`src/rtl/mult_control_unit.sv`:
```
// Control FSM for a 4-bit shift-add multiplier.
// Sequences LOAD, four ADD/SHIFT iterations and DONE, and drives the datapath strobes.
// Offers a Start/Ready/Done handshake to the system.
// Optional watchdog: define MULT_CU_WDOG_EN to add an iteration watchdog and an ERROR state.
module mult_control_unit #(
  parameter int unsigned WDOG_LIMIT = 16  // max ADD+SHIFT cycles per op; must be >= 8
) (
  input  logic CU_Clock,
  input  logic CU_Reset_n,
  input  logic CU_Start,
  input  logic CU_Q_LSB,
  input  logic CU_Cnt_Out,
  output logic CU_Ready,
  output logic CU_Done,
  output logic CU_Error,
  output logic CU_Load_Q,
  output logic CU_Load_R,
  output logic CU_Load_P,
  output logic CU_Load_G,
  output logic CU_Shift,
  output logic CU_Cnt_En,
  output logic CU_Clear
);

`ifdef MULT_CU_WDOG_EN
  typedef enum logic [2:0] {
    StIdle  = 3'd0,
    StLoad  = 3'd1,
    StAdd   = 3'd2,
    StShift = 3'd3,
    StDone  = 3'd4,
    StError = 3'd5
  } state_e;
`else
  typedef enum logic [2:0] {
    StIdle  = 3'd0,
    StLoad  = 3'd1,
    StAdd   = 3'd2,
    StShift = 3'd3,
    StDone  = 3'd4
  } state_e;
`endif

  state_e state_q, state_d;

`ifdef MULT_CU_WDOG_EN
  localparam int unsigned WdogW = $clog2(WDOG_LIMIT + 1);

  logic [WdogW-1:0] wdog_q, wdog_d;
  logic             wdog_hit;

  // Current ADD/SHIFT cycle is the WDOG_LIMIT-th one: the counter reaches the limit at this edge.
  assign wdog_hit = (wdog_q >= WdogW'(WDOG_LIMIT - 1));

  // Watchdog next value: cleared by LOAD, counts every ADD and SHIFT cycle.
  always_comb begin
    wdog_d = wdog_q;
    if (state_q == StLoad) begin
      wdog_d = '0;
    end else if ((state_q == StAdd) || (state_q == StShift)) begin
      wdog_d = wdog_q + 1'b1;
    end
  end

  // Watchdog counter register.
  always_ff @(posedge CU_Clock or negedge CU_Reset_n) begin
    if (!CU_Reset_n) begin
      wdog_q <= '0;
    end else begin
      wdog_q <= wdog_d;
    end
  end
`else
  // Limit only matters to the watchdog; keep it referenced for lint.
  logic unused_wdog_limit;
  assign unused_wdog_limit = ^WDOG_LIMIT;
`endif

  // State register; reset forces IDLE without waiting for a clock edge.
  always_ff @(posedge CU_Clock or negedge CU_Reset_n) begin
    if (!CU_Reset_n) begin
      state_q <= StIdle;
    end else begin
      state_q <= state_d;
    end
  end

  // Next-state logic.
  always_comb begin
    state_d = StIdle;
    unique case (state_q)
      StIdle: begin
        state_d = CU_Start ? StLoad : StIdle;
      end
      StLoad: begin
        state_d = StAdd;
      end
      StAdd: begin
`ifdef MULT_CU_WDOG_EN
        state_d = wdog_hit ? StError : StShift;
`else
        state_d = StShift;
`endif
      end
      StShift: begin
        if (CU_Cnt_Out) begin
          state_d = StDone;
`ifdef MULT_CU_WDOG_EN
        end else if (wdog_hit) begin
          state_d = StError;
`endif
        end else begin
          state_d = StAdd;
        end
      end
      StDone: begin
        state_d = StIdle;
      end
`ifdef MULT_CU_WDOG_EN
      // Start only clears the fault; it does not launch an operation.
      StError: begin
        state_d = CU_Start ? StIdle : StError;
      end
`endif
      default: begin
        state_d = StIdle;
      end
    endcase
  end

  // Output decode; only the add strobes look at an input (the multiplier LSB).
  always_comb begin
    CU_Ready  = 1'b0;
    CU_Done   = 1'b0;
    CU_Error  = 1'b0;
    CU_Load_Q = 1'b0;
    CU_Load_R = 1'b0;
    CU_Load_P = 1'b0;
    CU_Load_G = 1'b0;
    CU_Shift  = 1'b0;
    CU_Cnt_En = 1'b0;
    CU_Clear  = 1'b0;
    unique case (state_q)
      StIdle: begin
        CU_Ready = 1'b1;
      end
      StLoad: begin
        CU_Load_Q = 1'b1;
        CU_Load_R = 1'b1;
        CU_Clear  = 1'b1;
      end
      StAdd: begin
        CU_Load_P = CU_Q_LSB;
        CU_Load_G = CU_Q_LSB;
      end
      StShift: begin
        CU_Shift  = 1'b1;
        CU_Cnt_En = 1'b1;
      end
      StDone: begin
        CU_Done = 1'b1;
      end
`ifdef MULT_CU_WDOG_EN
      StError: begin
        CU_Error = 1'b1;
      end
`endif
      default: begin
      end
    endcase
  end

endmodule

```
`config.mk`:
```
export PLATFORM = sky130hd
export DESIGN_NAME = mult_control_unit
export DESIGN_NICKNAME = d
export VERILOG_FILES = /design/src/rtl/mult_control_unit.sv
export SDC_FILE = /design/constraint.sdc
export NUM_CORES = 1
export LEC_CHECK = 0
export BUFFER_PORTS_ARGS = -buffer_cell sky130_fd_sc_hd__buf_2
export CAP_MARGIN = 10
export CELL_PAD_IN_SITES_DETAIL_PLACEMENT = 0
export CELL_PAD_IN_SITES_GLOBAL_PLACEMENT = 1
export CORE_AREA = 2 2 39 41
export DETAILED_ROUTE_END_ITERATION = 16
export DIE_AREA = 0 0 41 43
export PLACE_DENSITY = 0.5
export SLEW_MARGIN = 15
export SYNTH_ARGS = -nofsm -noshare
export SYNTH_HDL_FRONTEND = slang
export SYNTH_SLANG_ARGS = --single-unit
export TNS_END_PERCENT = 30
```
`constraint.sdc`:
```
create_clock -name CU_Clock -period 1 [get_ports CU_Clock]
set_input_delay 0.05 -clock CU_Clock [delete_from_list [all_inputs] [get_ports CU_Clock]]
set_output_delay 0.05 -clock CU_Clock [all_outputs]
set_load 0.05 [all_outputs]
```
==> results.md <==
- Failing checks: negative setup slack
- Period Utilization, post-route: 123%
- Fin worst setup slack: -0.229 ns
- Critical path, cell by cell: buf_6 -> nor3b_2 -> buf_6
- Final setup vio count: 9
- Vias in the first global route: about 230
- Antenna viol nets, final: 0
- Height of the die: between 40 and 50 um
- Status: finished, violations left
- Row count: 14
- RePlAce Congestion: just over 0.6
- Most frequent cells in the layout: 8 x buf_6, 7 x buf_4, 4 x buf_2
- Met3 GRT Util: approximately 3.1%
- Synth Net Count: 27
- Met2 Use GR: about 15%
- Proportion of synthesized area in mux cells: 0%
- Fraction of layout cells with a size suffix above 1: between 70 and 80%
- Largest Register: state_q
- PortBufs: 13
- Compound-Gate Fraction of Synth Area: 6.67%
- Most common cell after layout, fill and taps aside: buf_6
- Flip-flop count of the largest register after layout: 3
- FF+latch count, synth: 3
- Skew-Pair Late Insertion Delay: 0.24 ns
- CTS Buf Count: 3
- Initial DRT Pass Iterations: 4
- Fin crit period: approximately 1.2 ns
- Grt total ovfl: 0
- Cell repeated most along the worst path: buf_6
- Reg clk slew, reported paths: ~0.040 ns
- Skew final: ~0.0017 ns
- Core ar.: about 1400 um2
- Adder-cell share of the synthesized area: 0%
- Fin. Hold Viols: 0
- Multi-input logic area: around 120 um2
- Total clock sinks: 3
- Layout Cells excl Fill: 56
- Reg2Reg Setup Slack: 0.02 ns
- Hold_sp: CU_Start
- Synth Area in Simple Gates: roughly 30%
- Slowest stage delay, CP: approximately 0.44 ns
- Worst reg2reg startpoint: state_q[2]
- Pre-CTS setup slack: -0.0669 ns
- Yosys warning count: 0
- Avg Vias per Cell: between 3 and 4
- Max FO, Critical Path: 5
- WL final: around 600 um
- Max-slew violation total from the final report: 0
- Critical path capture point type: output pin
- Antenna Diode Count: 0
- RSZ-0062 raised after global routing: true
- Initial core utilization: between 10% and 20%
- Biggest regs: state_q: 3 flops
- R2R Path End: state_q[1]
- HPWL after DPL: around 450 um
- Clk root buf: clkbuf_4
- GR peak layer: met2
- Fmax: 0.814 GHz
- Max Cap Viol: 0
- Register area: 78.8 um2
- Syn Inst Count: 22
- Post-synth cell types: 12
- Syn Area/Cell: around 9.4 um2
- Iteration-0 DRC count of the detailed router: 6
- Wire per inst: 10.7 um
- CP Launch Type: flip-flop
- Worst-case reg-to-reg path depth: 3
- Setup CP Type: flip-flop to output pin
- Residual DRC: 0
- Largest net degree at the start of global routing: 7
- Buf/Inv on CP: 2
- First-pass GRT wire length: roughly 900 um
- Die width: between 40 and 50 um
- Top cell family by delay on the critical path: flip-flops
- Hold Path End: state_q[0]
- H-tree levels: 1
- Post-synthesis sequential area ratio: a little over a third
- Via count: 214
- Die area: between 1500 and 2000 um2
- Initial antenna violation count: 0
- Main combinational cell family by area after synthesis: simple AND/OR/NAND/NOR gates
- GR Util met1: under 10%
- Synthesized cell area: roughly 210 um2
- GRT Overall Usage: 9.00%
- HP Class: input pin to flip-flop
- Layout area overhead: 105%
- IO Pins: 15
- Dpl cells: 49
- Fin nets: 46
- CP required: between 0.9 and 1 ns
- Worst EP arrival: 1.18 ns
- CTS tree: built
- Post-Synth XOR/XNOR Area: 0%
- Max Root-Sink Buffers: 2
- Hold depth: 3
- Filler cell count: between 100 and 150
- Slowest CP cell: dfrtp_2
[cell usage after synthesis]
library cell  number  share of area, %
buf_4              7                25
dfrtp_1            3                36
nor3_1             3               7.3
a31oi_1            1               3.0
and3b_1            1               4.2
and4b_1            1               4.8
conb_1             1               1.8
nand2_1            1               1.8
nor2_1             1               1.8
nor3b_1            1               3.6
nor3b_2            1               6.1
o21bai_1           1               3.6
[tightest hold or removal path: stages]
cell and delay, ns:
buf_2 0.09, nor2_1 0.11, nor3_1 0.07
[per-layer routing]
layer	vias up	share of wire [%]
met1	108	27
met4	0	0
met3	0	1.2
met2	3	72
met5	-	0
li1	103	-
[area by class of cell]
class	instances	share of cell area, %
Timing Repair Buffer	21	43.1
Tap cell	16	4.72
Clock buffer	4	6.19
Multi-Input combinational cell	12	27.4
Sequential cell	3	18.6
[cell families (layout without fill, tap and decap cells)]
kind of cell / after synthesis / count (layout)
compound gates: 2 / 2
flops: 3 / 3
other cells: 1 / 1
simple gates: 9 / 9
buf+inv: 7 / 25
[through the flow]
step / area (um2) / hold WS [ns] / setup TNS (ns) / util, %
global placement: 309 / -0.153 / -0.182 / 22.3
global route: 424 / 0.0974 / -2.40 / 30.7
floorplan: 254 / -0.246 / -1.76 / -
detailed placement: 309 / -0.153 / -0.417 / 22.3
finish: 424 / 0.119 / -1.94 / 30.7
CTS: 424 / 0.0910 / -2.14 / 30.7
[repair_timing]
action                                 in CTS  in global routing
setup endpoints to repair                   9                 10
resized for setup                          20                  0
pin swaps                                   1                  0
hold buffers                                2                  0
buffers inserted                            1                  0
endpoints found under the hold margin       4                  0
[worst max-delay path by stage]
stage	slack (ns)	end	depth (start not counted)	startpoint
2_1_floorplan	-0.33	CU_Load_Q	3	state_q[1]
3_3_place_gp	-0.05	CU_Ready	3	state_q[1]
3_5_place_dp	-0.07	CU_Done	3	state_q[1]
4_1_cts	-0.25	CU_Load_Q	2	state_q[2]
5_1_grt	-0.29	CU_Load_R	2	state_q[2]
6_report	-0.23	CU_Done	3	state_q[1]
Power is not shown: default switching activity piles up to over one toggle a cycle in this logic, so the estimate is an artifact.
